`src/rtl/spi_rx_deserializer_pkg.sv`:
```
// Shared SPI definitions for the receive front end.
// Holds the default frame width, the SPI mode constants (mode 0),
// the idle level of each pin and the state encoding of the deserializer.
package spi_rx_deserializer_pkg;

    localparam int WIDTH_DEFAULT = 5;

    // SPI mode 0: SCLK idles low, data sampled on the rising edge.
    localparam int SPI_CPOL = 0;
    localparam int SPI_CPHA = 0;

    // Pin levels loaded into the synchronizers while reset is asserted.
    localparam logic SCLK_IDLE = logic'(SPI_CPOL);
    localparam logic CS_N_IDLE = 1'b1;
    localparam logic MOSI_IDLE = 1'b0;

    typedef enum logic {
        ST_IDLE  = 1'b0,
        ST_SHIFT = 1'b1
    } state_t;

endpackage

```
`src/rtl/spi_rx_deserializer_pin_sync.sv`:
```
// spi_pin_sync: STAGES-deep single-bit synchronizer for an asynchronous pin.
// Ports:
//   clk     - system clock
//   rst     - asynchronous active-low reset
//   rst_val - level every stage takes while reset is asserted (tie to a constant)
//   d       - asynchronous pin input
//   q       - synchronized output, STAGES clk edges behind d
module spi_pin_sync #(
    parameter int STAGES = 2
) (
    input  logic clk,
    input  logic rst,
    input  logic rst_val,
    input  logic d,
    output logic q
);

    logic [STAGES-1:0] ff;

    always_ff @(posedge clk or negedge rst) begin
        if (!rst) begin
            ff <= {STAGES{rst_val}};
        end else begin
            ff <= {ff[STAGES-2:0], d};
        end
    end

    assign q = ff[STAGES-1];

endmodule

```
`src/rtl/spi_rx_deserializer.sv`:
```
// spi_rx_deserializer: SPI mode-0 slave receive front end.
// Oversamples SCLK, CS_n and MOSI with clk, captures MOSI on every
// synchronized SCLK rising edge while CS_n is low and presents each
// completed WIDTH-bit frame with a one-cycle data_valid strobe.
// Ports:
//   clk        - system clock, all state on the rising edge
//   rst        - asynchronous active-low reset
//   sclk       - SPI serial clock (asynchronous)
//   cs_n       - SPI chip select, active low (asynchronous)
//   mosi       - SPI serial data in (asynchronous)
//   data_out   - last completed frame, held between strobes
//   data_valid - one-cycle strobe, data_out newly updated
//   frame_err  - one-cycle strobe, partial frame aborted by CS_n going high
//   busy       - high while a frame is partially received
//
// Handshake: data_valid is a valid-only strobe with no ready; the consumer
// must take data_out in the single cycle data_valid is high.
module spi_rx_deserializer
    import spi_rx_deserializer_pkg::*;
#(
    parameter int WIDTH       = WIDTH_DEFAULT,
    parameter int SYNC_STAGES = 2,
    parameter int MSB_FIRST   = 1
) (
    input  logic             clk,
    input  logic             rst,
    input  logic             sclk,
    input  logic             cs_n,
    input  logic             mosi,
    output logic [WIDTH-1:0] data_out,
    output logic             data_valid,
    output logic             frame_err,
    output logic             busy
);

    localparam int CNT_W = (WIDTH > 1) ? $clog2(WIDTH) : 1;
    localparam logic [CNT_W-1:0] LAST_BIT = CNT_W'(WIDTH - 1);

    logic sclk_s;
    logic cs_s;
    logic mosi_s;
    logic sclk_d;
    logic rise;
    logic capture;
    logic abort;

    state_t           state_q;
    state_t           state_d;
    logic [CNT_W-1:0] cnt_q;
    logic [CNT_W-1:0] cnt_d;
    logic [WIDTH-1:0] shift_q;
    logic [WIDTH-1:0] shift_d;
    logic [WIDTH-1:0] shifted;
    logic             done_q;
    logic             done_d;

    // Equal synchronizer depth on all three pins keeps MOSI aligned to SCLK.
    spi_pin_sync #(.STAGES(SYNC_STAGES)) u_sync_sclk (
        .clk     (clk),
        .rst     (rst),
        .rst_val (SCLK_IDLE),
        .d       (sclk),
        .q       (sclk_s)
    );

    spi_pin_sync #(.STAGES(SYNC_STAGES)) u_sync_cs (
        .clk     (clk),
        .rst     (rst),
        .rst_val (CS_N_IDLE),
        .d       (cs_n),
        .q       (cs_s)
    );

    spi_pin_sync #(.STAGES(SYNC_STAGES)) u_sync_mosi (
        .clk     (clk),
        .rst     (rst),
        .rst_val (MOSI_IDLE),
        .d       (mosi),
        .q       (mosi_s)
    );

    assign rise = sclk_s & ~sclk_d;

    // A rise is only taken while select is active; this also covers the
    // first cycle cs_s reads 0 while still in IDLE, and drops a rise that
    // coincides with cs_s going high.
    assign capture = rise & ~cs_s;

    // Shift register with the new bit entering at the end chosen by MSB_FIRST.
    always_comb begin
        shifted = shift_q;
        if (MSB_FIRST != 0) begin
            for (int i = WIDTH - 1; i > 0; i--) begin
                shifted[i] = shift_q[i-1];
            end
            shifted[0] = mosi_s;
        end else begin
            for (int i = 0; i < WIDTH - 1; i++) begin
                shifted[i] = shift_q[i+1];
            end
            shifted[WIDTH-1] = mosi_s;
        end
    end

    always_comb begin
        state_d = state_q;
        cnt_d   = cnt_q;
        shift_d = shift_q;
        done_d  = 1'b0;
        abort   = 1'b0;

        case (state_q)
            ST_IDLE: begin
                if (!cs_s) begin
                    state_d = ST_SHIFT;
                end
            end
            ST_SHIFT: begin
                if (cs_s) begin
                    state_d = ST_IDLE;
                    abort   = (cnt_q != '0);
                    cnt_d   = '0;
                    shift_d = '0;
                end
            end
            default: begin
                state_d = ST_IDLE;
            end
        endcase

        if (capture) begin
            shift_d = shifted;
            if (cnt_q == LAST_BIT) begin
                // Wrap now so the next frame can start on the very next rise.
                cnt_d  = '0;
                done_d = 1'b1;
            end else begin
                cnt_d = cnt_q + 1'b1;
            end
        end
    end

    always_ff @(posedge clk or negedge rst) begin
        if (!rst) begin
            state_q    <= ST_IDLE;
            cnt_q      <= '0;
            shift_q    <= '0;
            done_q     <= 1'b0;
            sclk_d     <= 1'b0;
            data_out   <= '0;
            data_valid <= 1'b0;
            frame_err  <= 1'b0;
            busy       <= 1'b0;
        end else begin
            state_q    <= state_d;
            cnt_q      <= cnt_d;
            shift_q    <= shift_d;
            done_q     <= done_d;
            sclk_d     <= sclk_s;
            data_valid <= done_q;
            frame_err  <= abort;
            // Registered copy of (counter != 0) so busy tracks cnt_q exactly.
            busy       <= (cnt_d != '0);
            if (done_q) begin
                data_out <= shift_q;
            end
        end
    end

endmodule

```
`config.mk`:
```
export PLATFORM = sky130hd
export DESIGN_NAME = spi_rx_deserializer
export DESIGN_NICKNAME = d
export VERILOG_FILES = /design/src/rtl/spi_rx_deserializer_pkg.sv /design/src/rtl/spi_rx_deserializer_pin_sync.sv /design/src/rtl/spi_rx_deserializer.sv
export SDC_FILE = /design/constraint.sdc
export NUM_CORES = 1
export LEC_CHECK = 0
export BUFFER_PORTS_ARGS = -buffer_cell sky130_fd_sc_hd__buf_4
export CORE_MARGIN = 3
export CORE_UTILIZATION = 42
export CTS_BUF_LIST = sky130_fd_sc_hd__clkbuf_16
export DETAILED_ROUTE_END_ITERATION = 12
export PLACE_DENSITY = 0.7
export SYNTH_ARGS = -nofsm -noshare
export SYNTH_HDL_FRONTEND = slang
export SYNTH_SLANG_ARGS = --single-unit
```
`constraint.sdc`:
```
create_clock -name clk -period 1.6 [get_ports clk]
set_clock_uncertainty 0.05 [all_clocks]
set_input_delay 0.24 -clock clk [delete_from_list [all_inputs] [get_ports clk]]
set_output_delay 0.24 -clock clk [all_outputs]
set_load 0.005 [all_outputs]
```
==> results of run 1 <==
[worst paths after layout]
check / endpoint / slack [ns] / cells after the start / start
min: u_sync_mosi.ff[0]$_DFF_PN0_ / 0.04 / 1 / mosi
min reg2reg: u_sync_mosi.ff[1]$_DFF_PN0_ / 0.30 / 0 / u_sync_mosi.ff[0]$_DFF_PN0_
min in group asynchronous: data_out[3]$_DFFE_PN0P_ / 0.37 / 2 / rst
max reg2reg: busy$_DFF_PN0_ / 0.28 / 4 / cnt_q[0]$_DFF_PN0_
max in group asynchronous: u_sync_cs.ff[1]$_DFF_PN1_ / 0.84 / 2 / rst
max: busy$_DFF_PN0_ / 0.28 / 4 / cnt_q[0]$_DFF_PN0_
[kinds of logic (layout without fill, tap and decap cells)]
group,Yosys count,after routing
flops,25,25
mux,6,6
xor+xnor,1,1
buf+inv,5,22
simple gates,21,21
fa+ha+maj,2,2
compound gates,12,12
[power groups by stage]
stage	clock network [mW]	registers, mW	logic (mW)
3_3_place_gp	0	0.693	0.0909
2_1_floorplan	0	0.691	0.0516
5_1_grt	0.569	0.687	0.109
4_1_cts	0.544	0.684	0.0976
6_report	0.522	0.684	0.0959
3_5_place_dp	0	0.696	0.0949
[through the flow]
stage | instance area [µm²] | util (%) | instances | hold slack [ns]
after detailed placement | 1040 | 51.5 | 111 | 0.105
after global placement | 1040 | 51.5 | 111 | 0.102
after CTS | 1130 | 55.9 | 116 | 0.0354
after global routing | 1130 | 55.9 | 116 | 0.0340
after floorplan | 917 | - | 72 | -0.106
final | 1130 | 55.9 | 116 | 0.0413
[routing by layer]
layer,track usage [%],share of wire (%)
met1,13.0,43
met2,18.4,49
met3,4.56,5.8
met4,6.38,1.5
met5,0,0
[state kept, by name, summed over array words and instances (netlist names)]
signal,cells
u_sync_mosi.ff,2
u_sync_cs.ff,2
u_sync_sclk.ff,2
data_out,5
frame_err,1
done_q,1
data_valid,1
state_q,1
sclk_d,1
shift_q,5
cnt_q,3
busy,1
[cell type report]
cell class                      instances  area share [%]
Tap cell                               27            2.99
Timing Repair Buffer                   14            9.52
Clock inverter                          1           0.332
Clock buffer                            3            6.64
Sequential cell                        25            55.6
Inverter                                4            1.33
Multi-Input combinational cell         42            23.6
[synth_stat cells (all sizes together)]
cell / number
o31ai: 1
nor2: 1
mux2i: 1
buf: 1
and3: 1
dfstp: 2
mux2: 5
nor3: 1
o21ai: 9
nand3: 1
nand2: 15
ha: 2
dfrtp: 23
o22ai: 1
inv: 4
nand3b: 1
xor2: 1
nor3b: 1
a21oi: 1
[critical path, delay by kind of cell (launching register included)]
kind | cells | cell delay (ns)
DFF | 1 | 0.41
AOI/OAI and AO/OA | 1 | 0.11
adders and majority gates | 1 | 0.33
buffers and inverters | 1 | 0.09
and+or+nand+nor | 1 | 0.21
[repair_timing]
item,CTS,global route
setup endpoints to repair,0,0
hold buffers,1,0
hold endpoints to repair,23,0
==> summary.md, run 1 <==
| Metric | Value |
|---|---|
| Setup TNS | 0 ns |
| Synth top area share | between 60% and 70% |
| Area of the multi-input gates | ~270 µm² |
| Gr usage total | ~12% |
| GPL Wtd Cong | just under 0.9 |
| Ports | 13 |
| Clock tree sinks | 25 |
| Int Power | around 1.0 mW |
| Die ar. | ~0.0028 mm² |
| Register Area | 628 µm² |
| Max-cap viol count | 0 |
| Fin. Hold Viols | 0 |
| PortBufs | 12 |
| Main combinational cell family by area after synthesis | simple AND/OR/NAND/NOR gates |
| Longest Clk Path Bufs | 2 |
| Overflow after GRT | 0 |
| Drt total wl | 1390 µm |
| Compound-cell area share of the yosys netlist | a little under 7% |
| Antenna viol nets, final | 0 |
| Cell Chain, Critical Path | inv_1, ha_1, nor3_1, o22ai_1 |
| Post-Synth XOR/XNOR Area | less than 1% |
| Commonest non-fill, non-tap cells in the layout | dfrtp_1, nand2_1, buf_4 |
| Syn_nets | just under 80 |
| Final critical-path setup slack | 0.284 ns |
| Antenna violations before repair | 0 |
| PwrDens | ~1200 mW/mm² |
| Mux contribution to synthesized area | under 10% |
| Fillers | 170 |
| Logic pwr share | 7.4% |
| Die Wd | roughly 53 µm |
| Max Fclk | roughly 0.76 GHz |
| Max_slew headroom | 76.7% |
| Avg Vias per Cell | 4.92 |
| Final period util | 82.2% |
| Die H | around 53 µm |
| Setup WS pre-CTS | between 0.3 and 0.4 ns |
| Critical path's slowest cell | dfrtp_1 |
| Global-route wire length before repair | 2240 µm |
| Net Sw Frac | approximately a fifth |
| DR DRC count | 0 |
| Sw power | ~0.26 mW |
| Synth Area in Adders | ~2.7% |
| FF+latch count, synth | 25 |
| Final setup viols | 0 |
| Status | finished clean |
| Register area share after synthesis | between 60% and 70% |
| Worst vdd ir | roughly 0.0008 V |
| Number of core rows | 16 |
| Setup Fix Bufs, Post-CTS | 0 |
| Synth top area cells | dfrtp_1, mux2_2, nand2_1 |
| Worst Hold Class | input port to flip-flop |
| CTS H-tree lvls | 1 |
| Inserted Diodes | 0 |
| Initial core utilization | about 45% |
| Slew @ Worst Pin | between 0.3 and 0.4 ns |
| Wire length per cell | between 10 and 15 µm |
| Slew Viols, Final | 0 |
| Drt pass-1 iters | 4 |
| Final nets | just under 100 |
| Power Total | ~1.3 mW |
| Number of global-route vias before repair | around 520 |
| Share of cells above drive strength 1 | between 20% and 30% |
| Inserted Clock Buffers | 3 |
| Slowest stage delay, CP | roughly 0.41 ns |
| Iter 0 DRT Violations | 4 |
| Post-Synth Simple-Gate Area | 11.2% |
| CP Max Fanout | 5 |
| Area Growth Syn to Fin | 23.2% |
| Startpoint types | flip-flop |
| Sequential Power Share | a little over half |
| Skew-Pair Late Insertion Delay | approximately 0.25 ns |
| Post-Syn Area | 917 µm² |
| Synthesized instance count | ~70 |
| RSZ-0062 raised after global routing | no |
| Clk network pwr share | between 40% and 50% |
| Clock slew at reported path FFs | ~0.06 ns |
| Final min period | roughly 1.3 ns |
| CTS tree | done |
| Worst EP arrival | between 1 and 1.5 ns |
| Root Buffer | clkbuf_16 |
| DP HPWL | 956 µm |
| Core Area | 0.00202 mm² |
| Gates resized, CTS repair | 0 |
| Via count | 571 |
| Largest net degree at the start of global routing | 26 |
| Critical path class | flip-flop to flip-flop |
| Avg Cell Area, Syn | about 13 µm² |
| Count of cell types in the netlist | 20 |
| Commonest non-fill, non-tap cell in the layout | dfrtp_1 |
| Synth area leader | dfrtp_1 |
| Setup crit end kind | flip-flop |
| Syn. warnings | 0 |
| Worst EP required | roughly 1.7 ns |
| Leak Pwr | between 0.5 and 0.6 nW |
No activity file was read; power rests on OpenSTA's default activity.
==> run 2: changes to the inputs <==
- clock period: 1.6 -> 1.3 ns (I/O delays scaled with it)
==> summary.md, run 2 (synthesized netlist as in run 1, its figures left out) <==
| Metric | Value |
|---|---|
| Area Growth Syn to Fin | 27.8% |
| Area of the multi-input gates | roughly 270 µm² |
| Global-route wire length before repair | between 2000 and 2500 µm |
| CTS tree | done |
| PortBufs | 12 |
| Slew @ Worst Pin | 0.307 ns |
| CP Max Fanout | 5 |
| Commonest non-fill, non-tap cell in the layout | dfrtp_1 |
| Critical path buffers and inverters | 1 |
| Antenna violations before repair | 0 |
| Gr usage total | around an eighth |
| Setup TNS | 0 ns |
| Largest net degree at the start of global routing | 26 |
| Core Area | 0.00202 mm² |
| Number of core rows | 16 |
| Drt total wl | around 1500 µm |
| Max Fclk | roughly 0.81 GHz |
| Cell Chain, Critical Path | inv_1, ha_2, nor3_1, o22ai_1 |
| Ports | 13 |
| Clock tree sinks | 25 |
| Crit path max-delay family | flip-flops |
| Inserted Diodes | 0 |
| GRT busiest layer | met2 |
| GR Util met3 | 4.56% |
| Setup crit end kind | flip-flop |
| Max_slew headroom | 79.5% |
| Final period util | a little over nine tenths |
| Worst Hold Class | flip-flop to flip-flop |
| GPL Wtd Cong | 0.817 |
| Worst vdd ir | around 0.0011 V |
| Avg Vias per Cell | around 4.7 |
| DR DRC count | 0 |
| Final min period | 1.24 ns |
| Root Buffer | clkbuf_16 |
| Slew Viols, Final | 0 |
| Worst EP arrival | about 1.3 ns |
| DP HPWL | between 900 and 1000 µm |
| Worst EP required | around 1.4 ns |
| Overflow after GRT | 0 |
| Final nets | roughly 100 |
| Critical path's slowest cell | dfrtp_1 |
| Met2 Use GR | 17.8% |
| Die H | between 50 and 60 µm |
| Leak Pwr | 0.569 nW |
| Longest Clk Path Bufs | 2 |
| Commonest non-fill, non-tap cells in the layout | dfrtp_1, nand2_1, buf_4 |
| Max-cap viol count | 0 |
| Final setup viols | 0 |
| Number of global-route vias before repair | 554 |
| Skew-Pair Late Insertion Delay | between 0.2 and 0.3 ns |
| Iter 0 DRT Violations | 12 |
| Drt pass-1 iters | 4 |
| Antenna viol nets, final | 0 |
| Clock slew at reported path FFs | 0.06 ns |
| Top flop regs | data_out (5), shift_q (5), cnt_q (3) |
| Critical path class | flip-flop to flip-flop |
| Register Area | about 630 µm² |
| Share of cells above drive strength 1 | around 29% |
| Slowest stage delay, CP | between 0.4 and 0.5 ns |
| Fillers | 157 |
| PwrDens | between 1000 and 1500 mW/mm² |
| GR Layer Usage met1 | approximately 15% |
| Initial core utilization | 45.4% |
| Power Total | around 1.6 mW |
| Via count | ~570 |
| Fin. Hold Viols | 0 |
| Inserted Clock Buffers | 3 |
| CTS H-tree lvls | 1 |
| Status | finished clean |
| Wire length per cell | about 12 µm |
| Startpoint types | flip-flop |
| Die ar. | between 0.002 and 0.003 mm² |
| Die Wd | ~53 µm |
[run 2: repair_timing]
| action | CTS | global route |
|---|---|---|
| hold buffers | 4 | 0 |
| gates resized for setup | 0 | 2 |
| setup buffers | 0 | 0 |
| endpoints found under the setup margin | 0 | 3 |
| hold endpoints to repair | 26 | 0 |
[run 2: power by group]
part | internal, mW | switching, mW
Combinational | 0.0645 | 0.0677
Sequential | 0.817 | 0.0253
Clock | 0.409 | 0.228
[run 2: final timing paths]
check	start	endpoint	slack (ns)	depth (start not counted)
worst max-delay path	cnt_q[0]$_DFF_PN0_	busy$_DFF_PN0_	0.06	4
worst min-delay path	u_sync_sclk.ff[0]$_DFF_PN0_	u_sync_sclk.ff[1]$_DFF_PN0_	0.30	0
worst max register to register	cnt_q[0]$_DFF_PN0_	busy$_DFF_PN0_	0.06	4
worst min register to register	u_sync_sclk.ff[0]$_DFF_PN0_	u_sync_sclk.ff[1]$_DFF_PN0_	0.30	0
max in group asynchronous	rst	u_sync_cs.ff[0]$_DFF_PN1_	0.59	2
min in group asynchronous	rst	sclk_d$_DFF_PN0_	0.33	2
[run 2: cell type report]
class / count / area share [%]
Timing Repair Buffer: 18 / 12.4
Sequential cell: 25 / 53.6
Tap cell: 27 / 2.88
Inverter: 4 / 1.28
Multi-Input combinational cell: 42 / 23.2
Clock buffer: 3 / 6.40
Clock inverter: 1 / 0.320
[run 2: metal layers]
| layer | vias to the layer above | part of all wire, % |
|---|---|---|
| met2 | 14 | 48 |
| met3 | 5 | 4.3 |
| met1 | 267 | 46 |
| met4 | 0 | 1.6 |
| met5 | - | 0 |
| li1 | 282 | - |
[run 2: metrics by stage]
step	hold slack [ns]	cell area [µm²]	cells	worst slack, ns	utilization, %
after floorplan	-0.151	917	72	0.131	-
after global placement	0.0629	1050	112	0.104	51.9
after detailed placement	0.0621	1050	112	0.0533	51.9
after CTS	0.301	1170	120	0.0514	57.7
after global routing	0.307	1170	120	-0.0178	58.0
final	0.297	1170	120	0.0597	58.0
==> run 3: changes to the inputs <==
- CELL_PAD_IN_SITES_DETAIL_PLACEMENT: unset -> 1
- CELL_PAD_IN_SITES_GLOBAL_PLACEMENT: unset -> 1
- CORE_MARGIN: 3 -> 2
- CORE_UTILIZATION: 42 -> 43
- PLACE_DENSITY: 0.7 -> 0.83
==> summary.md, run 3 (synthesized netlist as in run 1, its figures left out) <==
| Metric | Value |
|---|---|
| Core Area | approximately 0.0020 mm² |
| Final critical-path setup slack | 0.0503 ns |
| Setup TNS | 0 ns |
| Startpoint types | flip-flop |
| Max Fclk | ~0.8 GHz |
| Final period util | just under 100% |
| Antenna viol nets, final | 0 |
| Inserted Diodes | 0 |
| Largest net degree at the start of global routing | 26 |
| Commonest non-fill, non-tap cell in the layout | dfrtp_1 |
| Root Buffer | clkbuf_16 |
| Avg Vias per Cell | roughly 4.9 |
| Logic pwr share | 9.6% |
| Max-cap viol count | 0 |
| Clock tree sinks | 25 |
| CTS tree | done |
| Worst EP required | 1.39 ns |
| Int Power | ~1.3 mW |
| Final min period | 1.25 ns |
| Iter 0 DRT Violations | 0 |
| Sw power | 0.353 mW |
| PortBufs | 12 |
| Setup crit end kind | flip-flop |
| CP Max Fanout | 15 |
| CTS H-tree lvls | 1 |
| Sequential Power Share | 50.7% |
| FF-to-FF setup slack | roughly 0.05 ns |
| Drt pass-1 iters | 1 |
| Status | finished clean |
| Global-route wire length before repair | 2940 µm |
| Share of cells above drive strength 1 | 33.3% |
| Initial core utilization | around 46% |
| Area Growth Syn to Fin | 30.4% |
| DP HPWL | 1100 µm |
| Worst Hold Class | flip-flop to flip-flop |
| Final nets | about 100 |
| Final setup viols | 0 |
| Top flop regs | data_out (5), shift_q (5), cnt_q (3) |
| Commonest non-fill, non-tap cells in the layout | dfrtp_1, nand2_1, buf_4 |
| Slew Viols, Final | 0 |
| Net Sw Frac | between 20% and 30% |
| Overflow after GRT | 0 |
| Inserted Clock Buffers | 3 |
| GPL Wtd Cong | approximately 0.73 |
| DR DRC count | 0 |
| Number of global-route vias before repair | 650 |
| Clk network pwr share | roughly two fifths |
| Gr usage total | between 10% and 20% |
| Slew @ Worst Pin | 0.300 ns |
| Longest Clk Path Bufs | 2 |
| Leak Pwr | 0.571 nW |
| Setup WS pre-CTS | 0.0301 ns |
| Clock slew at reported path FFs | roughly 0.060 ns |
| Die ar. | ~0.0025 mm² |
| Number of core rows | 16 |
| Wire length per cell | about 14 µm |
| Critical path class | flip-flop to flip-flop |
| Drt total wl | 1710 µm |
| Antenna violations before repair | 0 |
| PwrDens | around 1400 mW/mm² |
| Via count | between 500 and 600 |
| RSZ-0062 raised after global routing | no |
| Max_slew headroom | about 80% |
| Die H | between 50 and 60 µm |
| Skew-Pair Late Insertion Delay | roughly 0.25 ns |
| Ports | 13 |
| Worst vdd ir | roughly 0.0011 V |
| Die Wd | around 50 µm |
| Worst EP arrival | approximately 1.3 ns |
| Fin. Hold Viols | 0 |
==> run 3: area by class of cell <==
class	instances	area, µm²
fillers	196	786
flip-flops and latches	25	628
multi-input cells	42	290
repair buffers	18	149
clock buffers	3	75.1
well taps	27	33.8
inverters	4	15.0
clock inverters	1	5.00
==> run 3: through the flow <==
stage | util (%) | instances | hold slack [ns] | instance area [µm²] | power, mW
after global placement | 52.9 | 112 | 0.0565 | 1050 | 0.968
after detailed placement | 52.9 | 112 | 0.0601 | 1050 | 0.977
after global routing | 60.4 | 120 | 0.306 | 1200 | 1.75
after CTS | 59.0 | 120 | 0.302 | 1170 | 1.65
final | 60.4 | 120 | 0.299 | 1200 | 1.66
after floorplan | - | 72 | -0.151 | 917 | 0.914
==> run 3: worst paths after layout <==
path	from	cells after the start	to
max in group asynchronous	rst	2	u_sync_cs.ff[1]$_DFF_PN1_
min in group asynchronous	rst	2	data_out[2]$_DFFE_PN0P_
hold reg to reg	u_sync_mosi.ff[0]$_DFF_PN0_	0	u_sync_mosi.ff[1]$_DFF_PN0_
setup reg to reg	u_sync_cs.ff[1]$_DFF_PN1_	4	cnt_q[2]$_DFF_PN0_
hold / removal	u_sync_mosi.ff[0]$_DFF_PN0_	0	u_sync_mosi.ff[1]$_DFF_PN0_
setup / recovery	u_sync_cs.ff[1]$_DFF_PN1_	4	cnt_q[2]$_DFF_PN0_
==> run 3: layer usage <==
metal	part of all wire [%]	up-vias	GRT usage [%]
met5	0	-	0
met4	1.9	0	9.72
met3	4.7	2	6.25
met2	49	15	27.0
met1	44	291	19.5
li1	-	284	-
==> run 3: timing repair <==
item	CTS	global route
gates resized for setup	0	8
hold buffers	4	0
endpoints found under the setup margin	0	4
buffers inserted	0	0
endpoints found under the hold margin	26	0
==> run 3: worst max-delay path, stage by stage (launching register included) <==
cell     delay [ns]
dfstp_2        0.39
nor3b_4        0.23
buf_6          0.19
mux2i_1        0.20
o21ai_1        0.08
==> run 3: power by group through the flow <==
stage | logic (mW) | registers [mW] | clock network (mW)
after floorplan | 0.0636 | 0.851 | 0
after global placement | 0.115 | 0.853 | 0
after detailed placement | 0.122 | 0.855 | 0
after CTS | 0.134 | 0.843 | 0.678
after global routing | 0.180 | 0.847 | 0.719
final | 0.161 | 0.844 | 0.661
